--- src/rtl/data_mem_ctrl_pkg.sv ---
// Shared definitions for the data memory load/store controller:
// access size codes, FSM state encoding and the alignment rule.
package data_mem_ctrl_pkg;

    localparam logic [1:0] SZ_BYTE = 2'd0;
    localparam logic [1:0] SZ_HALF = 2'd1;
    localparam logic [1:0] SZ_WORD = 2'd2;

    typedef enum logic [1:0] {
        ST_IDLE = 2'd0,
        ST_ADDR = 2'd1,
        ST_DATA = 2'd2,
        ST_RESP = 2'd3
    } state_t;

    // Size code 3 is reserved and behaves like a word access.
    function automatic logic is_misaligned(input logic [1:0] size, input logic [1:0] offset);
        if (size == SZ_BYTE)
            return 1'b0;
        else if (size == SZ_HALF)
            return offset[0];
        else
            return |offset;
    endfunction

endpackage

--- src/rtl/data_mem_ctrl_align.sv ---
// Byte-lane formatting for loads (lane select + sign/zero extend) and
// stores (write strobes + lane replication of the store data).
module data_align
    import data_mem_ctrl_pkg::*;
(
    input  logic [1:0]  i_size,
    input  logic        i_sign,
    input  logic [1:0]  i_offset,
    input  logic [31:0] i_rdata,
    input  logic [31:0] i_wdata,
    output logic [31:0] o_rdata,
    output logic [3:0]  o_wstrb,
    output logic [31:0] o_wdata
);

    logic [7:0]  w_byte;
    logic [15:0] w_half;

    assign w_byte = i_rdata[{i_offset, 3'b000} +: 8];
    assign w_half = i_rdata[{i_offset[1], 4'b0000} +: 16];

    always_comb begin
        // NOTE: every output gets a default first so no path through the case leaves one unassigned (no latch).
        o_rdata = i_rdata;
        o_wstrb = 4'b1111;
        o_wdata = i_wdata;
        case (i_size)
            SZ_BYTE: begin
                o_rdata = {{24{i_sign & w_byte[7]}}, w_byte};
                o_wstrb = 4'b0001 << i_offset;
                o_wdata = {4{i_wdata[7:0]}};
            end
            SZ_HALF: begin
                o_rdata = {{16{i_sign & w_half[15]}}, w_half};
                o_wstrb = 4'b0011 << i_offset;
                o_wdata = {2{i_wdata[15:0]}};
            end
            default: ;
        endcase
    end

endmodule

--- src/rtl/data_mem_ctrl.sv ---
// Load/store controller between EX/MEM and the data SRAM-like port:
// one transaction at a time over the addr_ok/data_ok handshake.
module data_mem_ctrl
    import data_mem_ctrl_pkg::*;
#(
    parameter int ADDR_W = 32,
    parameter int DATA_W = 32
) (
    input  logic              clk,
    input  logic              rst,
    input  logic              req_valid,
    input  logic              req_we,
    input  logic [1:0]        req_size,
    input  logic              req_sign,
    input  logic [ADDR_W-1:0] req_addr,
    input  logic [DATA_W-1:0] req_wdata,
    output logic              req_ready,
    output logic              stallreq,
    output logic              resp_valid,
    output logic [DATA_W-1:0] resp_rdata,
    output logic              adel,
    output logic              ades,
    output logic              mem_req,
    output logic              mem_wr,
    output logic [1:0]        mem_size,
    output logic [ADDR_W-1:0] mem_addr,
    output logic [3:0]        mem_wstrb,
    output logic [DATA_W-1:0] mem_wdata,
    input  logic              mem_addr_ok,
    input  logic              mem_data_ok,
    input  logic [DATA_W-1:0] mem_rdata
);

    state_t            r_state;
    state_t            w_next;
    logic              r_we;
    logic [1:0]        r_size;
    logic              r_sign;
    logic [ADDR_W-1:0] r_addr;
    logic [DATA_W-1:0] r_wdata;
    logic [DATA_W-1:0] r_rdata;

    logic              w_misaligned;
    logic              w_accept;
    logic              w_in_addr;
    logic [DATA_W-1:0] w_load_fmt;
    logic [3:0]        w_wstrb;
    logic [DATA_W-1:0] w_wdata_rep;

    assign w_misaligned = is_misaligned(req_size, req_addr[1:0]);
    assign w_accept     = (r_state == ST_IDLE) && req_valid && !w_misaligned;
    assign w_in_addr    = (r_state == ST_ADDR) && !rst;

    data_align u_align (
        .i_size   (r_size),
        .i_sign   (r_sign),
        .i_offset (r_addr[1:0]),
        .i_rdata  (mem_rdata),
        .i_wdata  (r_wdata),
        .o_rdata  (w_load_fmt),
        .o_wstrb  (w_wstrb),
        .o_wdata  (w_wdata_rep)
    );

    always_ff @(posedge clk) begin
        // NOTE: sequential state uses non-blocking assignments so every register samples pre-edge values.
        if (rst) begin
            r_state <= ST_IDLE;
            r_we    <= 1'b0;
            r_size  <= SZ_BYTE;
            r_sign  <= 1'b0;
            r_addr  <= '0;
            r_wdata <= '0;
            r_rdata <= '0;
        end else begin
            r_state <= w_next;
            if (w_accept) begin
                r_we    <= req_we;
                r_size  <= (req_size == 2'd3) ? SZ_WORD : req_size;
                r_sign  <= req_sign;
                r_addr  <= req_addr;
                r_wdata <= req_wdata;
            end
            if (r_state == ST_DATA && mem_data_ok)
                r_rdata <= r_we ? '0 : w_load_fmt;
        end
    end

    always_comb begin
        w_next     = r_state;
        req_ready  = 1'b0;
        stallreq   = 1'b0;
        resp_valid = 1'b0;
        adel       = 1'b0;
        ades       = 1'b0;
        mem_req    = 1'b0;
        case (r_state)
            ST_IDLE: begin
                req_ready = 1'b1;
                if (req_valid) begin
                    if (w_misaligned) begin
                        adel = !req_we;
                        ades = req_we;
                    end else begin
                        stallreq = 1'b1;
                        w_next   = ST_ADDR;
                    end
                end
            end
            ST_ADDR: begin
                mem_req  = 1'b1;
                stallreq = 1'b1;
                if (mem_addr_ok)
                    w_next = ST_DATA;
            end
            ST_DATA: begin
                stallreq = 1'b1;
                if (mem_data_ok)
                    w_next = ST_RESP;
            end
            ST_RESP: begin
                resp_valid = 1'b1;
                w_next     = ST_IDLE;
            end
            default: w_next = ST_IDLE;
        endcase
        // Reset silences the pipeline-facing requests in the same cycle.
        if (rst) begin
            stallreq = 1'b0;
            adel     = 1'b0;
            ades     = 1'b0;
            mem_req  = 1'b0;
        end
    end

    assign resp_rdata = r_rdata;
    assign mem_wr     = w_in_addr && r_we;
    assign mem_size   = w_in_addr ? r_size : 2'd0;
    assign mem_addr   = w_in_addr ? r_addr : '0;
    assign mem_wstrb  = (w_in_addr && r_we) ? w_wstrb : 4'b0000;
    assign mem_wdata  = (w_in_addr && r_we) ? w_wdata_rep : '0;

endmodule
--- config.mk ---
export PLATFORM = sky130hd
export DESIGN_NAME = data_mem_ctrl
export DESIGN_NICKNAME = d
export VERILOG_FILES = /design/src/rtl/data_mem_ctrl_pkg.sv /design/src/rtl/data_mem_ctrl_align.sv /design/src/rtl/data_mem_ctrl.sv
export SDC_FILE = /design/constraint.sdc
export NUM_CORES = 1
export LEC_CHECK = 0
export ABC_CLOCK_PERIOD_IN_PS = 4100
export CELL_PAD_IN_SITES_DETAIL_PLACEMENT = 1
export CELL_PAD_IN_SITES_GLOBAL_PLACEMENT = 1
export CORE_MARGIN = 2
export CORE_UTILIZATION = 33
export DETAILED_ROUTE_END_ITERATION = 16
export PLACE_DENSITY = 0.88
export SYNTH_ARGS = -nofsm -noshare
export SYNTH_HDL_FRONTEND = slang
export SYNTH_HIERARCHICAL = 1
export SYNTH_SLANG_ARGS = --single-unit
--- constraint.sdc ---
create_clock -name clk -period 4.1 [get_ports clk]
set_input_delay 1.23 -clock clk [delete_from_list [all_inputs] [get_ports clk]]
set_output_delay 1.23 -clock clk [all_outputs]
set_load 0.03 [all_outputs]
==> results.json <==
{
  "syn-instance-count": 722,
  "core_sq_um": 16400,
  "num_rows": 47,
  "timing.final.crit_share": 0.955,
  "cts_setup_buffers": 0,
  "ys_async_sr_fraction": 0,
  "portBuffers": 213,
  "final.min_clock_period_ns": 3.92,
  "dr.pass1.iters": 5,
  "final_core_util": 0.479,
  "yosysWarnings": 6,
  "gp_congestion": 0.769,
  "fin_ws_ns": 0.185,
  "crit_required_ns": 2.87,
  "cp_slowest_stage_delay_ns": 0.47,
  "status": "finished clean",
  "slew_viol_final": 0,
  "synth_edf_count": 0,
  "ir_worst_vdd_v": 0.000201,
  "min_path_type": "reg -> reg",
  "dieArea_sq_um": 17700,
  "drive_gt1_frac": 0.150,
  "hold_viol": 0,
  "synth_area_per_cell_sq_um": 7.60,
  "slew_headroom": 0.517,
  "cts_buffers": 9,
  "grt_pass1_wl_um": 31500,
  "critPathArrivalTime_ns": 2.69,
  "synth_ff_type": "dfxtp_1",
  "clk_path_buf_depth": 2,
  "placedCellCount": 1095,
  "ant_nets": 0,
  "final_cell_count_no_fill": 1112,
  "criticalPathCategory": "in -> out",
  "grt_max_degree": 69,
  "area_delta_synth_final_pct": 43.3,
  "finalClockSkew_ns": 0.00720,
  "synth_top_area_cell": "dfxtp_1",
  "routedWlPerCell_um": 18.0,
  "critPathMaxFanout": 4,
  "place_area_sq_um": 7560,
  "finalSetupTns_ns": 0,
  "seq_area_frac_synth": 0.372,
  "die_w_um": 133,
  "fmax_mhz": 255,
  "antenna_found_initial": 1,
  "rsz0062_at_grt": "no",
  "crit_path_start_kind": "primary input",
  "cts-resized-gates": 0,
  "cp_cell_sequence": "clkdlybuf4s50_1 -> o21ai_2 -> and3b_2 -> nor2_1 -> nor3_1 -> buf_12",
  "synth_cell_types": 44,
  "num_io_pins": 214,
  "p_leak_nw": 3.10,
  "grt_pass1_vias": 5832,
  "drc": 0,
  "design_area_sq_um": 7870,
  "htreeDepth": 3,
  "worst_pin_slew_ns": 0.724,
  "first_iter_violations": 264,
  "clk_latency_ns": 0.36,
  "num_vias": 5731,
  "synth_most_common_cell": "nand2_1",
  "viasPerCell": 5.15,
  "syn-cell-area_sq_um": 5490,
  "cts-root-buf": "clkbuf_16",
  "finalSetupViolations": 0,
  "powerDensity_nw_per_um2": 386,
  "cts.clk_slew.worst_paths_ns": 0.07,
  "yosys_register_bits": 102,
  "grt.total_usage": 0.224,
  "dp_hpwl_um": 14000,
  "overflow": 0,
  "synthTopCellsByArea": "dfxtp_1 (37%), nand2_1 (10%), a21oi_1 (9.7%)",
  "cts-hold-fix-buffers": 0,
  "maxCapViolCount": 0,
  "nNetsFinal": 995,
  "die_h_um": 133,
  "cts_tree": "yes",
  "cp_slowest_cell": "clkdlybuf4s50_1",
  "wl_um": 20000,
  "yosysTopAreaCellShare": 0.372,
  "clkSinkCount": 102,
  "pre_cts_ws_ns": 0.174,
  "start_util": 0.334,
  "cp-end-kind": "output pin",
  "synth.net_count": 831,
  "synth_commonest_cells": "nand2_1 (148), a21oi_1 (106), dfxtp_1 (102), clkbuf_1 (45), nor2_1 (42)"
}
per-stage QoR:
step | total power [mW] | hold slack [ns]
floorplan | 1.80 | 0.432
global placement | 2.13 | 0.437
detailed placement | 2.16 | 0.444
CTS | 3.06 | 0.454
global route | 3.20 | 0.473
finish | 3.03 | 0.455
cells in the final DEF, fill, tap and decap left out, types with 4 or more instances in the layout:
| master | instances |
|---|---|
| nand2_1 | 147 |
| clkdlybuf4s50_1 | 137 |
| a21oi_1 | 106 |
| dfxtp_1 | 100 |
| buf_4 | 84 |
| nor2_1 | 42 |
| and2_1 | 36 |
| and3_1 | 36 |
| nor3b_1 | 33 |
| o21ai_0 | 25 |
| nor2b_1 | 23 |
| mux2i_1 | 18 |
| mux2_2 | 18 |
| a221o_1 | 11 |
| clkbuf_16 | 9 |
| buf_12 | 7 |
| a22o_1 | 6 |
| inv_1 | 5 |
| nand2b_1 | 4 |
| ha_1 | 4 |
| o21bai_1 | 4 |
final cells by class:
cell class              count  area (sq um)
repair buffers            228          2140
well taps                 220           275
clock inverters             5          58.8
diodes                      1          2.50
clock buffers              11           243
inverters                   5          18.8
fillers                  1972          8540
multi-input cells         540          3080
flip-flops and latches    102          2040
worst max-delay path: cells and delay by family:
kind / cells / cell delay (ns)
compound gates: 1 / 0.23
buf+inv: 2 / 0.64
simple gates: 3 / 0.57
registers in the layout, indices dropped and copies added (netlist names):
register	cells
r_addr	32
r_wdata	32
resp_rdata	32
r_size	2
r_state	2
r_sign	1
r_we	1
power breakdown:
group	switching, mW	internal [mW]	leakage, nW
Sequential	0.0741	1.08	0.829
Combinational	0.580	0.403	2.13
Clock	0.403	0.491	0.142
cell families (layout without fill, tap and decap cells):
kind of cell / count (synthesis) / after routing / share of synthesized area
and+or+nand+nor: 336 / 336 / 0.306
AOI/OAI and AO/OA: 163 / 163 / 0.171
DFF: 102 / 102 / 0.372
buffers and inverters: 80 / 249 / 0.0684
muxes: 37 / 37 / 0.0739
adders and majority gates: 4 / 4 / 0.00912
other: 0 / 1 / 0
path summary, 6_finish.rpt:
check / depth (start not counted) / slack (ns) / end / startpoint
worst max-delay path: 6 / 0.18 / stallreq / req_size[1]
worst min-delay path: 2 / 0.45 / r_wdata[22] / r_wdata[22]
worst max register to register: 7 / 1.61 / resp_rdata[10] / r_addr[1]
worst min register to register: 2 / 0.45 / r_wdata[22] / r_wdata[22]
per-layer routing:
| layer | global-route usage | vias up | part of all wire |
|---|---|---|---|
| li1 | - | 2756 | - |
| met1 | 0.279 | 2785 | 0.44 |
| met2 | 0.383 | 163 | 0.48 |
| met3 | 0.0483 | 27 | 0.053 |
| met4 | 0.0735 | 0 | 0.023 |
| met5 | 0 | - | 0 |
Note: power is estimated with default switching activity, not from simulation.
